<file path="src/rtl/keccak_arb_pkg.sv">
// Shared types and constants for the keccak core arbiter.
// Optional build macro KECCAK_ARB_FIXED_PRIO_EN selects fixed-priority picking.
package keccak_arb_pkg;

    typedef enum logic [1:0] {
        S_IDLE    = 2'd0,
        S_GRANT   = 2'd1,
        S_BUSY    = 2'd2,
        S_RELEASE = 2'd3
    } arb_state_e;

    localparam logic [1:0] MODE_SHAKE128 = 2'b00;
    localparam logic [1:0] MODE_SHAKE256 = 2'b01;
    localparam logic [1:0] MODE_SHA3_256 = 2'b10;
    localparam logic [1:0] MODE_SHA3_512 = 2'b11;

    localparam int N_REQ_DEFAULT = 4;

endpackage

</file>
<file path="src/rtl/keccak_rr_pick.sv">
// Combinational requester picker: one-hot grant plus index.
// Round-robin from ptr by default; KECCAK_ARB_FIXED_PRIO_EN makes lowest index win.
module keccak_rr_pick
    import keccak_arb_pkg::*;
#(
    parameter  int N_REQ = N_REQ_DEFAULT,
    localparam int IDX_W = (N_REQ > 1) ? $clog2(N_REQ) : 1
) (
    input  logic [N_REQ-1:0] req,
    input  logic [IDX_W-1:0] ptr,
    output logic [N_REQ-1:0] gnt_oh,
    output logic [IDX_W-1:0] idx,
    output logic             any
);

    logic found;

    assign any = |req;

`ifdef KECCAK_ARB_FIXED_PRIO_EN
    logic unused_ptr;
    assign unused_ptr = ^ptr;

    always_comb begin
        gnt_oh = '0;
        idx    = '0;
        found  = 1'b0;
        for (int i = 0; i < N_REQ; i++) begin
            if (!found && req[i]) begin
                found     = 1'b1;
                gnt_oh[i] = 1'b1;
                idx       = IDX_W'(i);
            end
        end
    end
`else
    // First pass covers bits at or above ptr, second pass handles the wrap.
    always_comb begin
        gnt_oh = '0;
        idx    = '0;
        found  = 1'b0;
        for (int i = 0; i < N_REQ; i++) begin
            if (!found && req[i] && (IDX_W'(i) >= ptr)) begin
                found     = 1'b1;
                gnt_oh[i] = 1'b1;
                idx       = IDX_W'(i);
            end
        end
        for (int i = 0; i < N_REQ; i++) begin
            if (!found && req[i]) begin
                found     = 1'b1;
                gnt_oh[i] = 1'b1;
                idx       = IDX_W'(i);
            end
        end
    end
`endif

endmodule

</file>
<file path="src/rtl/keccak_arbiter.sv">
// Shares one keccak sponge core between N_REQ hash clients, one job at a time.
// Build macro KECCAK_ARB_FIXED_PRIO_EN: fixed priority instead of round-robin.
module keccak_arbiter
    import keccak_arb_pkg::*;
#(
    parameter int N_REQ    = N_REQ_DEFAULT,
    parameter int BW_DATA  = 64,
    parameter int BW_IBLEN = 12,
    parameter int BW_OBLEN = 12
) (
    input  logic                      i_clk,
    input  logic                      i_rst,
    input  logic [N_REQ-1:0]          i_req,
    input  logic [2*N_REQ-1:0]        i_req_mode,
    input  logic [N_REQ*BW_IBLEN-1:0] i_req_ibytes_len,
    input  logic [N_REQ*BW_OBLEN-1:0] i_req_obytes_len,
    input  logic [N_REQ*BW_DATA-1:0]  i_req_ibytes,
    input  logic [N_REQ-1:0]          i_req_ibytes_valid,
    output logic [N_REQ-1:0]          o_gnt,
    output logic [N_REQ-1:0]          o_req_ibytes_ready,
    output logic [BW_DATA-1:0]        o_req_obytes,
    output logic [N_REQ-1:0]          o_req_obytes_valid,
    output logic [N_REQ-1:0]          o_req_obytes_done,
    output logic [1:0]                o_kc_mode,
    output logic [BW_IBLEN-1:0]       o_kc_ibytes_len,
    output logic [BW_OBLEN-1:0]       o_kc_obytes_len,
    output logic [BW_DATA-1:0]        o_kc_ibytes,
    output logic                      o_kc_ibytes_valid,
    input  logic                      i_kc_ibytes_ready,
    input  logic [BW_DATA-1:0]        i_kc_obytes,
    input  logic                      i_kc_obytes_valid,
    input  logic                      i_kc_obytes_done
);

    localparam int IDX_W = (N_REQ > 1) ? $clog2(N_REQ) : 1;

    arb_state_e          state_q, state_d;
    logic [IDX_W-1:0]    gidx_q, gidx_d;
    logic [N_REQ-1:0]    gnt_q, gnt_d;
    logic [1:0]          mode_q, mode_d;
    logic [BW_IBLEN-1:0] ilen_q, ilen_d;
    logic [BW_OBLEN-1:0] olen_q, olen_d;
    logic [IDX_W-1:0]    ptr_cur;

    logic [N_REQ-1:0]    pick_oh;
    logic [IDX_W-1:0]    pick_idx;
    logic                pick_any;

`ifdef KECCAK_ARB_FIXED_PRIO_EN
    assign ptr_cur = '0;
`else
    logic [IDX_W-1:0] ptr_q, ptr_d;
    assign ptr_cur = ptr_q;

    // Pointer moves past the finishing winner as the FSM enters S_RELEASE.
    always_comb begin
        ptr_d = ptr_q;
        if (state_q == S_BUSY && i_kc_obytes_done) begin
            ptr_d = (gidx_q == IDX_W'(N_REQ-1)) ? '0 : gidx_q + 1'b1;
        end
    end

    always_ff @(posedge i_clk) begin
        if (i_rst) ptr_q <= '0;
        else       ptr_q <= ptr_d;
    end
`endif

    keccak_rr_pick #(.N_REQ(N_REQ)) u_pick (
        .req    (i_req),
        .ptr    (ptr_cur),
        .gnt_oh (pick_oh),
        .idx    (pick_idx),
        .any    (pick_any)
    );

    always_comb begin
        state_d = state_q;
        gidx_d  = gidx_q;
        gnt_d   = gnt_q;
        mode_d  = mode_q;
        ilen_d  = ilen_q;
        olen_d  = olen_q;
        unique case (state_q)
            S_IDLE, S_RELEASE: begin
                gnt_d   = '0;
                state_d = S_IDLE;
                if (pick_any) begin
                    state_d = S_GRANT;
                    gidx_d  = pick_idx;
                    gnt_d   = pick_oh;
                    for (int i = 0; i < N_REQ; i++) begin
                        if (IDX_W'(i) == pick_idx) begin
                            mode_d = i_req_mode[2*i +: 2];
                            ilen_d = i_req_ibytes_len[BW_IBLEN*i +: BW_IBLEN];
                            olen_d = i_req_obytes_len[BW_OBLEN*i +: BW_OBLEN];
                        end
                    end
                end
            end
            S_GRANT: state_d = S_BUSY;
            S_BUSY: begin
                if (i_kc_obytes_done) begin
                    state_d = S_RELEASE;
                    gnt_d   = '0;
                end
            end
            default: state_d = S_IDLE;
        endcase
    end

    always_ff @(posedge i_clk) begin
        if (i_rst) begin
            state_q <= S_IDLE;
            gidx_q  <= '0;
            gnt_q   <= '0;
            mode_q  <= '0;
            ilen_q  <= '0;
            olen_q  <= '0;
        end else begin
            state_q <= state_d;
            gidx_q  <= gidx_d;
            gnt_q   <= gnt_d;
            mode_q  <= mode_d;
            ilen_q  <= ilen_d;
            olen_q  <= olen_d;
        end
    end

    assign o_gnt           = gnt_q;
    assign o_kc_mode       = mode_q;
    assign o_kc_ibytes_len = ilen_q;
    assign o_kc_obytes_len = olen_q;
    assign o_req_obytes    = i_kc_obytes;

    // Streams are only connected in S_BUSY, so S_GRANT gives the core a quiet config cycle.
    always_comb begin
        o_kc_ibytes        = '0;
        o_kc_ibytes_valid  = 1'b0;
        o_req_ibytes_ready = '0;
        o_req_obytes_valid = '0;
        o_req_obytes_done  = '0;
        if (state_q == S_BUSY) begin
            for (int i = 0; i < N_REQ; i++) begin
                if (IDX_W'(i) == gidx_q) begin
                    o_kc_ibytes           = i_req_ibytes[BW_DATA*i +: BW_DATA];
                    o_kc_ibytes_valid     = i_req_ibytes_valid[i];
                    o_req_ibytes_ready[i] = i_kc_ibytes_ready;
                    o_req_obytes_valid[i] = i_kc_obytes_valid;
                    o_req_obytes_done[i]  = i_kc_obytes_done;
                end
            end
        end
    end

endmodule
</file>
<file path="config.mk">
export PLATFORM = sky130hd
export DESIGN_NAME = keccak_arbiter
export DESIGN_NICKNAME = d
export VERILOG_FILES = /design/src/rtl/keccak_arb_pkg.sv /design/src/rtl/keccak_rr_pick.sv /design/src/rtl/keccak_arbiter.sv
export SDC_FILE = /design/constraint.sdc
export NUM_CORES = 1
export LEC_CHECK = 0
export CORE_AREA = 2 2 234 236
export CTS_CLUSTER_SIZE = 8
export DETAILED_ROUTE_END_ITERATION = 8
export DIE_AREA = 0 0 236 238
export SYNTH_ARGS = -nofsm -noshare
export SYNTH_HDL_FRONTEND = slang
export SYNTH_SLANG_ARGS = --single-unit
</file>
<file path="constraint.sdc">
create_clock -name i_clk -period 2 [get_ports i_clk]
set_clock_uncertainty 0.15 [all_clocks]
set_input_delay 0.4 -clock i_clk [delete_from_list [all_inputs] [get_ports i_clk]]
set_output_delay 0.4 -clock i_clk [all_outputs]
set_load 0.03 [all_outputs]
</file>
==> report_table.html <==
<table>
<tr><th>Metric</th><th>Value</th></tr>
<tr><th colspan="2">Floorplan</th></tr>
<tr><td>Floorplan die height</td><td>238 um</td></tr>
<tr><td>Row count</td><td>85</td></tr>
<tr><td>X dimension of the die</td><td>236 um</td></tr>
<tr><td>Effective utilization at floorplan</td><td>9.60%</td></tr>
<tr><td>Std-Cell Core Area</td><td>53,500 sq um</td></tr>
<tr><td>Die ar.</td><td>56,200 sq um</td></tr>
<tr><td>I/O pin count</td><td>608</td></tr>
<tr><th colspan="2">Synthesis</th></tr>
<tr><td>Post-synth top flop</td><td>sky130_fd_sc_hd__dfxtp_1</td></tr>
<tr><td>Count of cell types in the netlist</td><td>44</td></tr>
<tr><td>Share of the synthesized area in the top cell type</td><td>16.4%</td></tr>
<tr><td>Fraction of registers with async set/reset</td><td>0%</td></tr>
<tr><td>Seq/Total Area, Yosys</td><td>14.0%</td></tr>
<tr><td>Mean instance size in the synthesized netlist</td><td>7.22 sq um</td></tr>
<tr><td>Cell taking the most area after synthesis</td><td>sky130_fd_sc_hd__nor2b_1</td></tr>
<tr><td>Area contributors post-synth</td><td>sky130_fd_sc_hd__nor2b_1, sky130_fd_sc_hd__dfxtp_1, sky130_fd_sc_hd__a21oi_1</td></tr>
<tr><td>Post-synthesis instance area</td><td>5140 sq um</td></tr>
<tr><td>Mapped Nets</td><td>1,153</td></tr>
<tr><td>Number of flops mapped to enable cells by yosys</td><td>0</td></tr>
<tr><td>Register bit count reported by yosys</td><td>36</td></tr>
<tr><td>Post-synthesis cell count</td><td>711</td></tr>
<tr><td>Count of synthesis-stage warnings from yosys</td><td>0</td></tr>
<tr><th colspan="2">Setup path</th></tr>
<tr><td>Origin of the worst setup path</td><td>gidx_q[0]$_SDFFE_PP0P_</td></tr>
<tr><td>Timing endpoint of the critical path</td><td>o_kc_ibytes[59]</td></tr>
<tr><td>Launch instance of the worst register-to-register path</td><td>ptr_cur[0]$_SDFFE_PP0P_</td></tr>
<tr><td>Crit path max fanout</td><td>7</td></tr>
<tr><td>Critical path start-end classification</td><td>reg2out</td></tr>
<tr><td>Critical Path Sink Type</td><td>output pin</td></tr>
<tr><td>Worst reg2reg endpoint</td><td>o_kc_ibytes_len[0]$_SDFFE_PP0P_</td></tr>
<tr><td>Length in cells of the worst reg-to-reg path</td><td>8</td></tr>
<tr><td>Largest stage delay, worst path</td><td>0.34 ns</td></tr>
<tr><td>CP startpoint kind</td><td>flop</td></tr>
<tr><td>Crit-path cells</td><td>inv_2 &gt; buf_6 &gt; ha_4 &gt; buf_12 &gt; buf_12 &gt; buf_12 &gt; clkbuf_16 &gt; nor2b_1 &gt; nor3_1 &gt; a21oi_1 &gt; nor2b_2 &gt; buf_12</td></tr>
<tr><td>Data required time at the worst endpoint</td><td>1.45 ns</td></tr>
<tr><td>Buf/Inv on CP</td><td>7</td></tr>
<tr><td>Worst path slowest cell</td><td>sky130_fd_sc_hd__dfxtp_2</td></tr>
<tr><td>Worst path depth</td><td>12</td></tr>
<tr><td>Most Frequent Cell on Critical Path</td><td>sky130_fd_sc_hd__buf_12</td></tr>
<tr><td>Critical path's top delay family</td><td>buffers and inverters</td></tr>
<tr><td>Setup slack of the worst register-to-register path</td><td>0.10 ns</td></tr>
<tr><td>Signal arrival time at the worst endpoint</td><td>2.24 ns</td></tr>
<tr><th colspan="2">Global routing</th></tr>
<tr><td>Antenna violations before repair</td><td>5</td></tr>
<tr><td>Maximum number of pins on one net before global-route repair</td><td>41</td></tr>
<tr><td>Grt total ovfl</td><td>0</td></tr>
<tr><td>Vias in the first global route</td><td>7,993</td></tr>
<tr><td>Total routing resource utilization after global routing</td><td>12.0%</td></tr>
<tr><td>Wire length of the first global-routing pass</td><td>51.2 mm</td></tr>
<tr><th colspan="2">Final layout</th></tr>
<tr><td>Final core occ</td><td>24.9%</td></tr>
<tr><td>Commonest cells after routing, fill and taps aside</td><td>sky130_fd_sc_hd__clkdlybuf4s50_1, sky130_fd_sc_hd__a21oi_1, sky130_fd_sc_hd__buf_4, sky130_fd_sc_hd__buf_6, sky130_fd_sc_hd__nor2b_2</td></tr>
<tr><td>Signed area change from the synthesized netlist to the final layout</td><td>159%</td></tr>
<tr><td>Most common cell after layout, fill and taps aside</td><td>sky130_fd_sc_hd__clkdlybuf4s50_1</td></tr>
<tr><td>Count of fill cells added during filler insertion</td><td>5,663</td></tr>
<tr><td>Number of nets at the end of the flow</td><td>1,640</td></tr>
<tr><td>Fraction of layout cells with a size suffix above 1</td><td>37.0%</td></tr>
<tr><th colspan="2">Route</th></tr>
<tr><td>Average detailed-routed wire length per instance</td><td>20.3 um</td></tr>
<tr><td>Routed vias</td><td>7,846</td></tr>
<tr><td>Routed WL</td><td>38.5 mm</td></tr>
<tr><td>Remaining antenna violation count after routing</td><td>0</td></tr>
<tr><td>Detail-routed via count per cell</td><td>4.13</td></tr>
<tr><td>Number of remaining DRC errors</td><td>0</td></tr>
<tr><td>DRC violation total after the first TritonRoute iteration</td><td>368</td></tr>
<tr><td>Drt pass-1 iters</td><td>5</td></tr>
<tr><th colspan="2">CTS</th></tr>
<tr><td>Number of buffers created by CTS</td><td>5</td></tr>
<tr><td>Clock Sinks</td><td>36</td></tr>
<tr><td>Worst skew pair latency</td><td>0.29 ns</td></tr>
<tr><td>Reg clk slew, reported paths</td><td>0.06 ns</td></tr>
<tr><td>Root Buffer</td><td>sky130_fd_sc_hd__clkbuf_16</td></tr>
<tr><td>Maximum count of clock buffers along a single path</td><td>2</td></tr>
<tr><td>CTS H-tree lvls</td><td>2</td></tr>
<tr><td>CTS tree</td><td>built</td></tr>
<tr><th colspan="2">Placed design</th></tr>
<tr><td>Final Wtd Congestion</td><td>0.895</td></tr>
<tr><td>HPWL Detailed</td><td>27.0 mm</td></tr>
<tr><td>Minimum setup slack after placement</td><td>-0.488 ns</td></tr>
<tr><td>Number of I/O port buffers</td><td>479</td></tr>
<tr><th colspan="2">Timing</th></tr>
<tr><td>Max-slew violation total from the final report</td><td>0</td></tr>
<tr><td>Fin crit share</td><td>139%</td></tr>
<tr><td>Relative slew margins</td><td>71.1%</td></tr>
<tr><td>Least-Margin Pin Slew</td><td>0.434 ns</td></tr>
<tr><td>Hold violation total from the final report</td><td>0</td></tr>
<tr><td>Setup slack after layout</td><td>-0.787 ns</td></tr>
<tr><td>Final setup violation count</td><td>75</td></tr>
<tr><td>RSZ-0062 raised after global routing</td><td>yes</td></tr>
<tr><td>Maximum clock rate</td><td>359 MHz</td></tr>
<tr><td>Post-route minimum period</td><td>2.79 ns</td></tr>
<tr><th colspan="2">Status</th></tr>
<tr><td>Violations in the final reports</td><td>setup timing</td></tr>
<tr><td>Outcome</td><td>complete, but fails checks</td></tr>
<tr><th colspan="2">Hold path</th></tr>
<tr><td>Worst hold path class</td><td>reg2reg</td></tr>
<tr><th colspan="2">Power and ir drop</th></tr>
<tr><td>Leakage component of the power</td><td>4.77 nW</td></tr>
<tr><td>Worst voltage drop across the vdd grid</td><td>0.415 mV</td></tr>
<tr><td>Power density normalized to cell area</td><td>1020 nW/um^2</td></tr>
<tr><th colspan="2">Job</th></tr>
<tr><td>Max-cap violations</td><td>0</td></tr>
</table>
## per-layer routing
layer / track usage (%) / part of all wire (%) / up-vias
li1: - / - / 3616
met1: 13.7 / 40 / 3744
met2: 21.8 / 49 / 401
met3: 2.86 / 7.0 / 85
met4: 3.86 / 4.0 / 0
met5: 0 / 0 / -
## logic make-up after synthesis
logic type / synth area share [%]
multiplexers: 0.390
AO/OA/AOI/OAI: 39.9
adder cells (fa/ha/maj): 1.22
AND/OR/NAND/NOR: 27.3
buffers and inverters: 17.1
flip-flops: 14.0
## where the power goes
group / internal (mW) / switching (mW)
clock network: 0.588 / 0.340
registers: 1.03 / 0.248
logic: 5.68 / 5.63
total: 7.29 / 6.22
## worst min-delay path by stage
stage	start	endpoint	slack [ns]	depth (start not counted)
after floorplan	gidx_q[1]$_SDFFE_PP0P_	gidx_q[1]$_SDFFE_PP0P_	0.31	2
after global placement	state_q[1]$_SDFFE_PP0P_	state_q[1]$_SDFFE_PP0P_	0.34	2
after detailed placement	state_q[1]$_SDFFE_PP0P_	state_q[1]$_SDFFE_PP0P_	0.36	2
after CTS	o_gnt[2]$_SDFFE_PP0P_	o_gnt[2]$_SDFFE_PP0P_	0.37	2
after global routing	o_gnt[2]$_SDFFE_PP0P_	o_gnt[2]$_SDFFE_PP0P_	0.40	2
final	o_gnt[2]$_SDFFE_PP0P_	o_gnt[2]$_SDFFE_PP0P_	0.35	2
## metrics by stage
step	setup TNS, ns	cell area [sq um]	total power [mW]	instances	hold slack [ns]
finish	-42.57	13300	13.5	1898	0.354
global route	-49.87	13300	14.2	1898	0.399
CTS	-43.06	12200	12.1	1868	0.374
detailed placement	-34.06	11200	10.0	1835	0.358
global placement	-31.92	11200	9.91	1835	0.342
floorplan	-8.52	5420	6.32	711	0.313
## synthesized netlist by cell type (6+ instances only)
cell type,count
sky130_fd_sc_hd__o22ai_2,18
sky130_fd_sc_hd__buf_4,69
sky130_fd_sc_hd__o22ai_1,7
sky130_fd_sc_hd__buf_6,6
sky130_fd_sc_hd__a221oi_1,65
sky130_fd_sc_hd__nor2b_1,135
sky130_fd_sc_hd__and3_1,12
sky130_fd_sc_hd__o32a_1,24
sky130_fd_sc_hd__a21oi_1,120
sky130_fd_sc_hd__nand2_1,6
sky130_fd_sc_hd__dfxtp_1,36
sky130_fd_sc_hd__nor2_1,8
sky130_fd_sc_hd__nor3_1,66
sky130_fd_sc_hd__clkbuf_1,47
sky130_fd_sc_hd__buf_2,19
sky130_fd_sc_hd__a22oi_1,26
## worst min-delay path: cells and delay by family (launching register included)
family	cells	cell delay, ns
compound gates	1	0.05
flops	1	0.34
simple gates	1	0.07
## cell type report
type / instances / area (sq um) / area share [%]
Antenna cell: 3 / 7.51 / 0.0564
Tap cell: 696 / 871 / 6.55
Sequential cell: 36 / 726 / 5.46
Clock inverter: 2 / 35.0 / 0.263
Inverter: 4 / 15.0 / 0.113
Multi-Input combinational cell: 528 / 4530 / 34.1
Timing Repair Buffer: 623 / 6990 / 52.5
Clock buffer: 6 / 129 / 0.969
## sequential cells by signal, summed over array words and instances (netlist names)
register and count:
o_kc_obytes_len 12, ptr_cur 2, gidx_q 2, o_kc_mode 2, o_kc_ibytes_len 12, state_q 2, o_gnt 4
## repair_timing
item / 4_1_cts / 5_1_grt
gates resized for setup: 96 / 147
gates cloned: 8 / 10
endpoints found under the setup margin: 104 / 105
setup buffers: 18 / 21
hold buffers: 0 / 0
endpoints found under the hold margin: 0 / 0
pin swaps: 12 / 30
(Power assumes the default switching activity.)
